**src/rtl/clock_alarm_core.sv**
```systemverilog
// BCD time-of-day clock with programmable alarm, snooze and 12/24-hour display.
// Hours are kept internally as 0-23 and converted to the selected format at the display registers.
module clock_alarm_core #(
    parameter int REFERENCE_CLOCK = 50_000_000,
    parameter int TICK_HZ         = 1,
    parameter int HOUR_MODE       = 24,
    parameter int ALARM_HR_INIT   = 6,
    parameter int ALARM_MIN_INIT  = 0,
    parameter int SNOOZE_MIN      = 5,
    parameter int RING_SECONDS    = 60
) (
    input  logic       clk,
    input  logic       reset,
    input  logic       enable,
    input  logic       set_clock,
    input  logic       set_alarm,
    input  logic       min_inc,
    input  logic       hr_inc,
    input  logic       alarm_en,
    input  logic       alarm_off,
    input  logic       snooze,
    output logic [3:0] sec_u,
    output logic [2:0] sec_t,
    output logic [3:0] min_u,
    output logic [2:0] min_t,
    output logic [3:0] hr_u,
    output logic [1:0] hr_t,
    output logic       pm,
    output logic       alarm_out,
    output logic [1:0] mode
);
    localparam int DIV = REFERENCE_CLOCK / TICK_HZ;
    localparam int PW  = $clog2(DIV);
    localparam int RW  = $clog2(RING_SECONDS + 1);
    localparam logic [3:0] HR_U_RST = (HOUR_MODE == 12) ? 4'd2 : 4'd0;
    localparam logic [1:0] HR_T_RST = (HOUR_MODE == 12) ? 2'd1 : 2'd0;

    typedef enum logic [1:0] {MODE_RUN = 2'd0, MODE_SET_TIME = 2'd1, MODE_SET_ALARM = 2'd2} mode_e;

    function automatic logic [5:0] inc_min(input logic [5:0] m);
        return (m == 6'd59) ? 6'd0 : m + 6'd1;
    endfunction

    function automatic logic [4:0] inc_hr(input logic [4:0] h);
        return (h == 5'd23) ? 5'd0 : h + 5'd1;
    endfunction

    // 0-59 binary to {tens[2:0], units[3:0]}
    function automatic logic [6:0] to_bcd(input logic [5:0] v);
        logic [2:0] t;
        if (v >= 6'd50)      t = 3'd5;
        else if (v >= 6'd40) t = 3'd4;
        else if (v >= 6'd30) t = 3'd3;
        else if (v >= 6'd20) t = 3'd2;
        else if (v >= 6'd10) t = 3'd1;
        else                 t = 3'd0;
        return {t, 4'(v - 6'(t) * 6'd10)};
    endfunction

    // 0-23 hour to {pm, tens[1:0], units[3:0]} in the configured format
    function automatic logic [6:0] hr_bcd(input logic [4:0] h);
        logic [4:0] h12;
        logic       pm_v;
        logic [1:0] t;
        if (HOUR_MODE == 12) begin
            pm_v = (h >= 5'd12);
            if (h == 5'd0)       h12 = 5'd12;
            else if (h > 5'd12)  h12 = h - 5'd12;
            else                 h12 = h;
        end else begin
            pm_v = 1'b0;
            h12  = h;
        end
        if (h12 >= 5'd20)      t = 2'd2;
        else if (h12 >= 5'd10) t = 2'd1;
        else                   t = 2'd0;
        return {pm_v, t, 4'(h12 - 5'(t) * 5'd10)};
    endfunction

    logic [PW-1:0] presc_r;
    mode_e         mode_r, mode_nxt_s;
    logic [5:0]    sec_r, min_r, al_min_r, snz_min_r;
    logic [4:0]    hr_r, al_hr_r, snz_hr_r;
    logic          snz_act_r, ring_r;
    logic [RW-1:0] ring_cnt_r;
    logic          min_inc_d_r, hr_inc_d_r, snooze_d_r;

    logic          tick_s, qtick_s, roll_s, enter_set_s;
    logic          min_rise_s, hr_rise_s, snz_rise_s, al_match_s, snz_match_s;
    logic [5:0]    sec_adv_s, sec_n_s, min_n_s, al_min_n_s, snz_min_n_s, snz_tgt_min_s, d_min_s, d_sec_s;
    logic [4:0]    hr_n_s, al_hr_n_s, snz_hr_n_s, snz_tgt_hr_s, d_hr_s;
    logic [6:0]    snz_sum_s, sec_bcd_s, min_bcd_s, hr_bcd_s;
    logic          snz_act_n_s, ring_n_s;
    logic [RW-1:0] ring_cnt_n_s;

    assign tick_s      = (presc_r == PW'(DIV - 1));
    assign qtick_s     = tick_s && enable && (mode_r == MODE_RUN);
    assign roll_s      = qtick_s && (sec_r == 6'd59);
    assign min_rise_s  = min_inc && !min_inc_d_r;
    assign hr_rise_s   = hr_inc && !hr_inc_d_r;
    assign snz_rise_s  = snooze && !snooze_d_r;
    assign enter_set_s = (mode_nxt_s == MODE_SET_TIME) && (mode_r != MODE_SET_TIME);
    assign sec_n_s     = enter_set_s ? 6'd0 : sec_adv_s;
    assign al_match_s  = roll_s && alarm_en && (hr_n_s == al_hr_r) && (min_n_s == al_min_r);
    assign snz_match_s = roll_s && alarm_en && snz_act_r && (hr_n_s == snz_hr_r) && (min_n_s == snz_min_r);
    assign snz_sum_s   = {1'b0, min_r} + 7'(SNOOZE_MIN);
    assign alarm_out   = ring_r;
    assign mode        = mode_r;

    // Mode selection from the set levels; set_clock wins
    always_comb begin
        if (set_clock)      mode_nxt_s = MODE_SET_TIME;
        else if (set_alarm) mode_nxt_s = MODE_SET_ALARM;
        else                mode_nxt_s = MODE_RUN;
    end

    // Time advance and set-mode edits of the time and alarm registers
    always_comb begin
        sec_adv_s  = sec_r;
        min_n_s    = min_r;
        hr_n_s     = hr_r;
        al_min_n_s = al_min_r;
        al_hr_n_s  = al_hr_r;
        case (mode_r)
            MODE_RUN: begin
                if (qtick_s && (sec_r == 6'd59)) begin
                    sec_adv_s = 6'd0;
                    min_n_s   = inc_min(min_r);
                    hr_n_s    = (min_r == 6'd59) ? inc_hr(hr_r) : hr_r;
                end else if (qtick_s) begin
                    sec_adv_s = sec_r + 6'd1;
                end else begin
                    sec_adv_s = sec_r;
                end
            end
            MODE_SET_TIME: begin
                min_n_s = min_rise_s ? inc_min(min_r) : min_r;
                hr_n_s  = hr_rise_s ? inc_hr(hr_r) : hr_r;
            end
            MODE_SET_ALARM: begin
                al_min_n_s = min_rise_s ? inc_min(al_min_r) : al_min_r;
                al_hr_n_s  = hr_rise_s ? inc_hr(al_hr_r) : al_hr_r;
            end
            default: begin
                sec_adv_s = sec_r;
            end
        endcase
    end

    // Snooze target: current hh:mm plus the snooze delay, wrapping hour and day
    always_comb begin
        if (snz_sum_s >= 7'd60) begin
            snz_tgt_min_s = 6'(snz_sum_s - 7'd60);
            snz_tgt_hr_s  = inc_hr(hr_r);
        end else begin
            snz_tgt_min_s = snz_sum_s[5:0];
            snz_tgt_hr_s  = hr_r;
        end
    end

    // Ringing and snooze control, causes listed in priority order
    always_comb begin
        ring_n_s     = ring_r;
        ring_cnt_n_s = ring_cnt_r;
        snz_act_n_s  = snz_act_r;
        snz_min_n_s  = snz_min_r;
        snz_hr_n_s   = snz_hr_r;
        if (alarm_off || !alarm_en) begin
            ring_n_s    = 1'b0;
            snz_act_n_s = 1'b0;
        end else if (mode_nxt_s != MODE_RUN) begin
            ring_n_s = 1'b0;
        end else if (ring_r && snz_rise_s) begin
            ring_n_s    = 1'b0;
            snz_act_n_s = 1'b1;
            snz_min_n_s = snz_tgt_min_s;
            snz_hr_n_s  = snz_tgt_hr_s;
        end else if (al_match_s || snz_match_s) begin
            ring_n_s     = 1'b1;
            ring_cnt_n_s = '0;
            snz_act_n_s  = snz_match_s ? 1'b0 : snz_act_r;
        end else if (ring_r && qtick_s) begin
            ring_cnt_n_s = ring_cnt_r + 1'b1;
            ring_n_s     = (ring_cnt_n_s != RW'(RING_SECONDS));
        end else begin
            ring_n_s = ring_r;
        end
    end

    // Display source follows the mode being entered so digits and mode update together
    always_comb begin
        if (mode_nxt_s == MODE_SET_ALARM) begin
            d_sec_s = 6'd0;
            d_min_s = al_min_n_s;
            d_hr_s  = al_hr_n_s;
        end else begin
            d_sec_s = sec_n_s;
            d_min_s = min_n_s;
            d_hr_s  = hr_n_s;
        end
    end

    assign sec_bcd_s = to_bcd(d_sec_s);
    assign min_bcd_s = to_bcd(d_min_s);
    assign hr_bcd_s  = hr_bcd(d_hr_s);

    // State and registered display outputs
    always_ff @(posedge clk or negedge reset) begin
        if (!reset) begin
            presc_r     <= '0;
            mode_r      <= MODE_RUN;
            sec_r       <= 6'd0;
            min_r       <= 6'd0;
            hr_r        <= 5'd0;
            al_min_r    <= 6'(ALARM_MIN_INIT);
            al_hr_r     <= 5'(ALARM_HR_INIT);
            snz_min_r   <= 6'd0;
            snz_hr_r    <= 5'd0;
            snz_act_r   <= 1'b0;
            ring_r      <= 1'b0;
            ring_cnt_r  <= '0;
            min_inc_d_r <= 1'b0;
            hr_inc_d_r  <= 1'b0;
            snooze_d_r  <= 1'b0;
            sec_u       <= 4'd0;
            sec_t       <= 3'd0;
            min_u       <= 4'd0;
            min_t       <= 3'd0;
            hr_u        <= HR_U_RST;
            hr_t        <= HR_T_RST;
            pm          <= 1'b0;
        end else begin
            presc_r     <= tick_s ? '0 : presc_r + 1'b1;
            mode_r      <= mode_nxt_s;
            sec_r       <= sec_n_s;
            min_r       <= min_n_s;
            hr_r        <= hr_n_s;
            al_min_r    <= al_min_n_s;
            al_hr_r     <= al_hr_n_s;
            snz_min_r   <= snz_min_n_s;
            snz_hr_r    <= snz_hr_n_s;
            snz_act_r   <= snz_act_n_s;
            ring_r      <= ring_n_s;
            ring_cnt_r  <= ring_cnt_n_s;
            min_inc_d_r <= min_inc;
            hr_inc_d_r  <= hr_inc;
            snooze_d_r  <= snooze;
            sec_u       <= sec_bcd_s[3:0];
            sec_t       <= sec_bcd_s[6:4];
            min_u       <= min_bcd_s[3:0];
            min_t       <= min_bcd_s[6:4];
            hr_u        <= hr_bcd_s[3:0];
            hr_t        <= hr_bcd_s[5:4];
            pm          <= hr_bcd_s[6];
        end
    end
endmodule

```
**config.mk**
```make
export PLATFORM = sky130hd
export DESIGN_NAME = clock_alarm_core
export DESIGN_NICKNAME = d
export VERILOG_FILES = /design/src/rtl/clock_alarm_core.sv
export SDC_FILE = /design/constraint.sdc
export NUM_CORES = 1
export LEC_CHECK = 0
export CAP_MARGIN = 40
export CORE_MARGIN = 4
export CORE_UTILIZATION = 49
export DETAILED_ROUTE_END_ITERATION = 16
export PLACE_DENSITY = 0.67
export REMOVE_ABC_BUFFERS = 1
export SYNTH_ARGS = -nofsm -noshare
export SYNTH_HDL_FRONTEND = slang
export SYNTH_SLANG_ARGS = --single-unit
```
**constraint.sdc**
```tcl
create_clock -name clk -period 4.8 [get_ports clk]
set_clock_uncertainty 0.1 [all_clocks]
set_input_delay 0.72 -clock clk [delete_from_list [all_inputs] [get_ports clk]]
set_output_delay 0.72 -clock clk [all_outputs]
set_load 0.03 [all_outputs]
```
==> out/metrics.json, run 1 <==
{
  "pin_count_of_the_biggest_net_entering_global_routing": 54,
  "criticalPathCategory": "in2reg",
  "start_util_pct": 50.4,
  "globalRoute.totalOverflow": 0,
  "max_slew.worst_pin.slew_ns": 0.836,
  "cp.arrival_ns": 4.52,
  "setup.worst_path.start_class": "input port",
  "final_util_pct": 57.5,
  "clk_latency_worst_skew_pair_ns": 0.36,
  "synth-warning-count": 0,
  "drc": 0,
  "first_iter_violations": 444,
  "ctsHoldBuffers": 0,
  "floorplan.core_area_um2": 12700,
  "reg2reg_to": "hr_u[2]",
  "worst_setup_hold_path_clk_slew_ns": 0.07,
  "cts-root-to-sink-buffers": 2,
  "timing.critical_path.required_ns": 4.94,
  "floorplan.io_pins": 34,
  "routed_wirelength_um": 17200,
  "die_height_um": 122,
  "cts.root.buffer_cell": "clkbuf_16",
  "grt_antenna_before_repair": 0,
  "reg2reg_setup_slack_ns": 0.42,
  "worstHoldPathType": "in2async",
  "cts-resized-gates": 0,
  "floorplan.die_area_um2": 14900,
  "worst_slew_margin_rel_pct": 43.7,
  "setup.worst_path.end_class": "flop",
  "cts_tree": "done",
  "route.vias.total": 5637,
  "finalSetupViolCount": 0,
  "port-buffer-count": 32,
  "drive_above_1_share_pct": 9.64,
  "route.detailed.vias_per_inst": 6.00,
  "h-tree-depth": 3,
  "worstReg2RegStart": "min_r[1]",
  "max_freq_ghz": 0.228,
  "syn-cell-area_um2": 6390,
  "finalCritPeriodShare_pct": 91.2,
  "ys_seq_elements": 98,
  "final_replace_weighted_congestion": 0.915,
  "cellPowerDensity_nw_per_um2": 379,
  "finalHoldViolations": 0,
  "timing.setup.tns_ns": 0,
  "rsz0062_at_grt": "no",
  "synth_cells": 729,
  "leakagePower_nw": 3.22,
  "post_synth_edffs": 0,
  "layout.filler_cells": 1161,
  "minimum_period_implied_by_the_final_worst_setup_slack_ns": 4.38,
  "ys_async_sr_fraction_pct": 100,
  "synthToLayoutAreaGrowth_pct": 14.0,
  "finalNetCount": 788,
  "1st_pass_router_iterations": 5,
  "routed_wire_length_per_instance_um": 18.3,
  "row_count": 41,
  "yosysSeqAreaShare_pct": 38.4,
  "report.power.total_mw": 2.76,
  "drv_slew": 0,
  "cts_num_sinks": 98,
  "netlist-cell-type-count": 83,
  "cts_made_buffers": 9,
  "ir_worst_vdd_mv": 0.152,
  "run_status": "complete, no violations",
  "avgSynthCellArea_um2": 8.77,
  "grt.total_usage_pct": 24.1,
  "timing.max_cap.violations": 0,
  "dp.final_hpwl_um": 12600,
  "critical_path_peak_fanout": 8,
  "worst_r2r_path_depth": 13,
  "floorplan.die.width_um": 122,
  "drt.antenna.violating_nets": 0,
  "synth_ff_type": "dfrtp_1",
  "grt_first_pass_wirelength_um": 28400,
  "postCtsSetupRepairBufs": 0,
  "antenna_cells_inserted": 0,
  "grt_pass1_vias": 5505
}
-- cell type report --
class                           instances  area [um^2]  share of cell area [%]
Multi-Input combinational cell        566         3690                    50.6
Timing Repair Buffer                   57          526                    7.21
Inverter                               31          116                    1.60
Tap cell                              172          215                    2.95
Clock buffer                           10          229                    3.14
Sequential cell                        98         2450                    33.7
Clock inverter                          6         57.6                   0.790
-- cell usage in the layout, fill, tap and decap left out, types with 5 or more instances in the layout --
cell	synthesis	layout
o22ai_1	6	6
nand2b_1	14	14
mux2_2	9	9
buf_4	1	25
nor2b_1	14	14
nand2_1	82	82
nand4_1	14	14
a21o_1	8	8
inv_1	30	30
or4_1	5	5
nor3_1	27	27
nand3_1	27	27
clkbuf_16	0	9
and3_1	12	12
o21ai_0	48	48
mux2i_1	15	15
o31ai_1	6	6
xor2_1	23	23
and2_1	6	6
a21oi_1	32	32
nor2_1	57	57
xnor2_1	23	23
o211ai_1	9	9
ha_1	12	12
clkdlybuf4s50_1	0	31
a31oi_1	8	8
or3_1	9	9
and4_1	6	6
dfrtp_1	96	96
-- flip-flops by register name (all words and copies together) (netlist names), 4 cells and up --
register / cells
al_hr_r: 5
al_min_r: 6
hr_r: 5
hr_u: 4
min_r: 6
min_u: 4
presc_r: 26
ring_cnt_r: 6
sec_r: 6
sec_u: 4
snz_hr_r: 5
snz_min_r: 6
-- synthesized netlist by cell type, drive strengths merged (7+ instances only) --
master,number,area [um^2]
nand2b,14,87.6
ha,12,150
clkbuf,30,113
o211ai,9,67.6
a21o,8,60.1
mux2,9,101
nor2b,14,87.6
o31ai,7,57.6
xor2,23,201
nand2,82,308
nor3,28,145
or3,9,56.3
mux2i,15,150
inv,30,113
nand4,18,146
dfrtp,96,2400
a31oi,8,50.1
xnor2,23,201
and3,12,75.1
o21ai,50,250
nand3,27,135
nor2,57,214
a21oi,33,169
-- layer usage --
layer / GRT usage, % / part of all wire, %
met5: 0 / 0
met4: 8.26 / 2.2
met3: 5.01 / 5.7
met2: 37.7 / 47
met1: 33.5 / 45
-- kinds of logic after synthesis --
family                     share of synthesized area (%)
and+or+nand+nor                                     26.2
other                                             0.0587
AOI/OAI and AO/OA                                   17.9
DFF                                                 38.4
muxes                                               3.93
xor gates and xnor gates                            6.30
adders and majority gates                           3.29
buffers and inverters                               3.92
-- through the flow --
stage	setup slack, ns	cells	hold slack, ns	area, um^2
after floorplan	0.765	695	0.324	6260
after global placement	0.167	923	0.359	6970
after detailed placement	0.0688	924	0.371	7000
after CTS	0.433	940	0.110	7280
after global routing	0.129	940	0.116	7280
final	0.421	940	0.108	7280
-- how the worst max path moves through the flow --
| stage | startpoint | end | slack (ns) | cells after the start |
|---|---|---|---|---|
| 2_1_floorplan | enable | sec_u[3] | 0.77 | 14 |
| 3_5_place_dp | enable | sec_u[3] | 0.07 | 15 |
| 3_3_place_gp | enable | sec_u[3] | 0.17 | 15 |
| 4_1_cts | enable | sec_u[3] | 0.43 | 15 |
| 6_report | enable | min_u[3] | 0.42 | 13 |
| 5_1_grt | enable | hr_u[2] | 0.13 | 13 |
-- critical path: stages --
cell and delay, ns:
clkdlybuf4s50_1 0.52, nor3b_1 0.26, or4b_1 0.62, nor3_2 0.30, nor3_1 0.14, o31a_1 0.39, nor3_1 0.35, mux2i_1 0.18
a21boi_0 0.22, nor3_1 0.10, ha_1 0.22, fa_1 0.38, xnor2_1 0.13
-- where the power goes --
part / switching, mW / total (mW) / internal [mW]
Clock: 0.325 / 0.725 / 0.400
Combinational: 0.574 / 0.985 / 0.412
Sequential: 0.132 / 1.05 / 0.916
Total: 1.03 / 2.76 / 1.73
Note: power is estimated with default switching activity, not from simulation.
==> inputs of run 2 (changes only) <==
--- a/config.mk
+++ b/config.mk
@@ -5,11 +5,10 @@
 export SDC_FILE = /design/constraint.sdc
 export NUM_CORES = 1
 export LEC_CHECK = 0
-export CAP_MARGIN = 40
 export CORE_MARGIN = 4
 export CORE_UTILIZATION = 49
 export DETAILED_ROUTE_END_ITERATION = 16
-export PLACE_DENSITY = 0.67
+export PLACE_DENSITY_LB_ADDON = 0.1
 export REMOVE_ABC_BUFFERS = 1
 export SYNTH_ARGS = -nofsm -noshare
 export SYNTH_HDL_FRONTEND = slang
==> out/metrics.json, run 2 (synthesis results as in run 1) <==
{
  "run_status": "complete, no violations",
  "cts-resized-gates": 0,
  "floorplan.core_area_um2": 12700,
  "comb_power_share_pct": 36.0,
  "worst_slew_margin_rel_pct": 42.8,
  "place_area_um2": 6980,
  "layout_commonest_cell": "dfrtp_1",
  "cellPowerDensity_nw_per_um2": 373,
  "antenna_cells_inserted": 0,
  "grt_first_pass_wirelength_um": 28000,
  "setup.worst_path.end_class": "flop",
  "power_frac_seq_pct": 38.8,
  "die_height_um": 122,
  "criticalPathCategory": "reg2reg",
  "port-buffer-count": 32,
  "start_util_pct": 50.4,
  "first_iter_violations": 392,
  "clk_latency_worst_skew_pair_ns": 0.35,
  "cts_tree": "done",
  "route.detailed.vias_per_inst": 5.95,
  "drive_above_1_share_pct": 9.65,
  "drt.antenna.violating_nets": 0,
  "final_replace_weighted_congestion": 0.928,
  "postCtsSetupRepairBufs": 0,
  "ctsHoldBuffers": 0,
  "grt_pass1_vias": 5321,
  "floorplan.die_area_um2": 14900,
  "cp.arrival_ns": 4.49,
  "ir_worst_vdd_mv": 0.216,
  "finalNetCount": 788,
  "clock_power_share_pct": 25.2,
  "floorplan.io_pins": 34,
  "floorplan.die.width_um": 122,
  "finalCritPeriodShare_pct": 90.4,
  "globalRoute.totalOverflow": 0,
  "worstHoldPathType": "in2async",
  "report.power.total_mw": 2.71,
  "cts-root-to-sink-buffers": 2,
  "max_freq_ghz": 0.230,
  "synthToLayoutAreaGrowth_pct": 13.5,
  "multiInputGateArea_um2": 3690,
  "route.vias.total": 5587,
  "cts_made_buffers": 9,
  "pin_count_of_the_biggest_net_entering_global_routing": 63,
  "cts.root.buffer_cell": "clkbuf_16",
  "max_slew.worst_pin.slew_ns": 0.850,
  "dp.final_hpwl_um": 12300,
  "h-tree-depth": 3,
  "timing.critical_path.required_ns": 4.95,
  "rsz0062_at_grt": "no",
  "postLayoutCellArea_um2": 7260,
  "drv_slew": 0,
  "timing.max_cap.violations": 0,
  "cts_num_sinks": 98,
  "timing.setup.tns_ns": 0,
  "top_reg_by_flops": "presc_r",
  "critical_path_peak_fanout": 15,
  "grt_antenna_before_repair": 0,
  "p_switching_mw": 1.00,
  "leakagePower_nw": 3.21,
  "finalSetupViolCount": 0,
  "setup.worst_path.start_class": "flop",
  "grt.total_usage_pct": 23.9,
  "routed_wire_length_per_instance_um": 17.9,
  "layout.filler_cells": 1188,
  "minimum_period_implied_by_the_final_worst_setup_slack_ns": 4.34,
  "1st_pass_router_iterations": 5,
  "switching_share_pct": 37.1,
  "row_count": 41,
  "largest_reg_flops": 26,
  "final_cell_mix": "dfrtp_1 (96), nand2_1 (82), nor2_1 (57)",
  "area.sequential_um2": 2450,
  "finalHoldViolations": 0,
  "worst_setup_hold_path_clk_slew_ns": 0.06,
  "routed_wirelength_um": 16800,
  "internal-power_mw": 1.70,
  "drc": 0
}
run 2: cell count changes in the layout (fill, tap and decap cells not counted), sizes merged:
cell    delta
bufinv     -1
inv        +1
clkbuf     +1
clkinv     -2
run 2: final timing paths:
kind,startpoint,to,slack (ns),cells past startpoint
max in group asynchronous,reset,al_hr_r[2],3.27,2
min in group clk,presc_r[0],presc_r[0],0.39,1
hold reg to reg,presc_r[0],presc_r[0],0.39,1
setup / recovery,min_r[1],hr_u[2],0.46,13
setup reg to reg,min_r[1],hr_u[2],0.46,13
hold / removal,reset,min_u[2],0.34,1
run 2: cell type report:
class,count,area share [%]
flip-flops and latches,98,33.8
multi-input cells,566,50.8
inverters,31,1.60
well taps,172,2.97
repair buffers,57,6.97
clock buffers,11,3.48
clock inverters,4,0.362
run 2: critical path, cell delays in order (launching register included):
cell and delay (ns):
dfrtp_1 0.57, ha_1 0.57, nor2b_1 0.37, and4_1 0.35, nand3_1 0.22, nand2_1 0.26, o21ai_0 0.19, o21ai_0 0.32
nor2b_1 0.22, nor2_1 0.05, mux2_2 0.27, ha_1 0.21, fa_1 0.48, inv_1 0.04
run 2: stage by stage:
step | setup WS (ns) | instances | hold slack [ns] | utilization, %
5_1_grt | 0.177 | 939 | 0.403 | 57.3
3_3_place_gp | 0.241 | 924 | 0.367 | 55.1
4_1_cts | 0.492 | 939 | 0.378 | 57.3
2_1_floorplan | 0.765 | 695 | 0.324 | -
6_report | 0.460 | 939 | 0.335 | 57.3
3_5_place_dp | 0.105 | 924 | 0.378 | 55.1
run 2: power groups by stage:
| stage | Combinational, mW | Clock, mW | Sequential, mW |
|---|---|---|---|
| 3_3_place_gp | 0.954 | 0 | 1.06 |
| 6_report | 0.974 | 0.683 | 1.05 |
| 2_1_floorplan | 0.576 | 0 | 1.12 |
| 5_1_grt | 1.07 | 0.747 | 1.07 |
| 3_5_place_dp | 0.966 | 0 | 1.06 |
| 4_1_cts | 0.971 | 0.706 | 1.04 |
run 2: layer usage:
metal	routed length, um	GRT usage, %
met1	7750	33.7
met5	0	0
met2	7590	36.6
met3	955	4.36
met4	469	9.03
==> inputs of run 3 (changes only) <==
--- a/config.mk
+++ b/config.mk
@@ -6,7 +6,7 @@
 export NUM_CORES = 1
 export LEC_CHECK = 0
 export CORE_MARGIN = 4
-export CORE_UTILIZATION = 49
+export CORE_UTILIZATION = 30
 export DETAILED_ROUTE_END_ITERATION = 16
 export PLACE_DENSITY_LB_ADDON = 0.1
 export REMOVE_ABC_BUFFERS = 1
==> out/metrics.json, run 3 (synthesis results as in run 1) <==
{
  "critical_path_peak_fanout": 8,
  "finalNetCount": 792,
  "pin_count_of_the_biggest_net_entering_global_routing": 68,
  "cellPowerDensity_nw_per_um2": 375,
  "floorplan.io_pins": 34,
  "final_replace_weighted_congestion": 0.919,
  "global_route.peak_usage_layer": "met2",
  "leakagePower_nw": 3.23,
  "first_iter_violations": 415,
  "worstHoldPathType": "in2async",
  "floorplan.die.width_um": 154,
  "grt_use_met3_pct": 2.50,
  "globalRoute.totalOverflow": 0,
  "grt_first_pass_wirelength_um": 31200,
  "port-buffer-count": 32,
  "synthToLayoutAreaGrowth_pct": 16.3,
  "cp.arrival_ns": 4.58,
  "ir_worst_vdd_mv": 0.180,
  "start_util_pct": 30.4,
  "final_util_pct": 35.4,
  "worst_slew_margin_rel_pct": 40.5,
  "max_freq_ghz": 0.225,
  "cts-root-to-sink-buffers": 2,
  "route.detailed.vias_per_inst": 5.27,
  "criticalPathCategory": "in2reg",
  "finalHoldViolations": 0,
  "drv_slew": 0,
  "floorplan.die_area_um2": 23700,
  "floorplan.core_area_um2": 21000,
  "ctsHoldBuffers": 0,
  "route.vias.total": 5514,
  "minimum_period_implied_by_the_final_worst_setup_slack_ns": 4.44,
  "dpl.cell_count": 1031,
  "cts_num_sinks": 98,
  "cts_tree": "done",
  "layout_commonest_cell": "dfrtp_1",
  "report.power.total_mw": 2.79,
  "h-tree-depth": 3,
  "largest_reg_flops": 26,
  "final_cell_count_no_fill": 1047,
  "layout.filler_cells": 2178,
  "groute.layer.met1.usage_pct": 22.9,
  "worst_setup_hold_path_clk_slew_ns": 0.07,
  "run_status": "complete, no violations",
  "cts-resized-gates": 0,
  "setup.worst_path.end_class": "flop",
  "drive_above_1_share_pct": 9.97,
  "postCtsSetupRepairBufs": 0,
  "max_slew.worst_pin.slew_ns": 0.893,
  "final_cell_mix": "dfrtp_1 (96), nand2_1 (82), nor2_1 (57)",
  "row_count": 53,
  "clk_latency_worst_skew_pair_ns": 0.36,
  "grtUsageMet2_pct": 25.7,
  "dp.final_hpwl_um": 13800,
  "routed_wire_length_per_instance_um": 17.9,
  "cts.root.buffer_cell": "clkbuf_16",
  "routed_wirelength_um": 18700,
  "antenna_cells_inserted": 0,
  "drc": 0,
  "timing.max_cap.violations": 0,
  "grt_antenna_before_repair": 0,
  "timing.critical_path.required_ns": 4.94,
  "1st_pass_router_iterations": 5,
  "top_reg_by_flops": "presc_r",
  "finalSetupViolCount": 0,
  "drt.antenna.violating_nets": 0,
  "die_height_um": 154,
  "finalCritPeriodShare_pct": 92.6,
  "grt.total_usage_pct": 16.3,
  "grt_pass1_vias": 5605,
  "setup.worst_path.start_class": "input port",
  "cts_made_buffers": 9,
  "rsz0062_at_grt": "no"
}
==> run 3: changes by cell type in the layout (fill, tap and decap cells not counted), sizes merged <==
cell    previous run  this run
buf               26        30
clkbuf            11        12
inv               31        30
bufinv             0         1
==> run 3: routing by layer <==
metal,up-vias,share of wire (%)
met1,2671,49
li1,2704,-
met3,26,3.8
met5,-,0
met4,0,2.5
met2,113,45
==> run 3: area by class of cell <==
type / count / area, um^2 / area share, %
multi-input cells: 566 / 3690 / 49.6
flip-flops and latches: 98 / 2450 / 33.0
repair buffers: 61 / 536 / 7.20
well taps: 275 / 344 / 4.63
clock buffers: 12 / 246 / 3.32
inverters: 31 / 116 / 1.57
clock inverters: 4 / 51.3 / 0.690
==> run 3: path summary, 6_finish.rpt <==
| check | slack, ns | to | startpoint | depth (start not counted) |
|---|---|---|---|---|
| max | 0.36 | min_u[3] | enable | 14 |
| min | 0.39 | min_u[2] | reset | 1 |
| max reg2reg | 0.67 | min_u[3] | presc_r[0] | 14 |
| min reg2reg | 0.39 | presc_r[11] | presc_r[11] | 1 |
| max in group asynchronous | 3.19 | al_hr_r[1] | reset | 2 |
| min in group clk | 0.39 | presc_r[11] | presc_r[11] | 1 |
==> run 3: worst max-delay path: stages <==
cell             delay [ns]
clkdlybuf4s50_1        0.51
nor3b_1                0.26
or4b_1                 0.63
buf_4                  0.21
nor3_2                 0.26
nor3_1                 0.14
o31a_1                 0.39
nor3_1                 0.32
mux2i_1                0.12
a21boi_0               0.20
nor3_1                 0.09
ha_1                   0.22
fa_1                   0.37
xnor2_1                0.13
==> run 3: power by group <==
group	internal [mW]	total [mW]	switching (mW)
Sequential	0.915	1.06	0.149
Clock	0.419	0.751	0.332
Combinational	0.409	0.976	0.567
Total	1.74	2.79	1.05
==> run 3: stage by stage <==
stage           TNS [ns]  hold WS (ns)  cell area (um^2)  setup WS (ns)
2_1_floorplan          0         0.324              6260          0.765
3_3_place_gp           0         0.366              7140         0.0723
3_5_place_dp   -0.000979         0.380              7140      -0.000979
4_1_cts                0         0.391              7430          0.376
5_1_grt                0         0.398              7430          0.125
6_report               0         0.389              7430          0.356
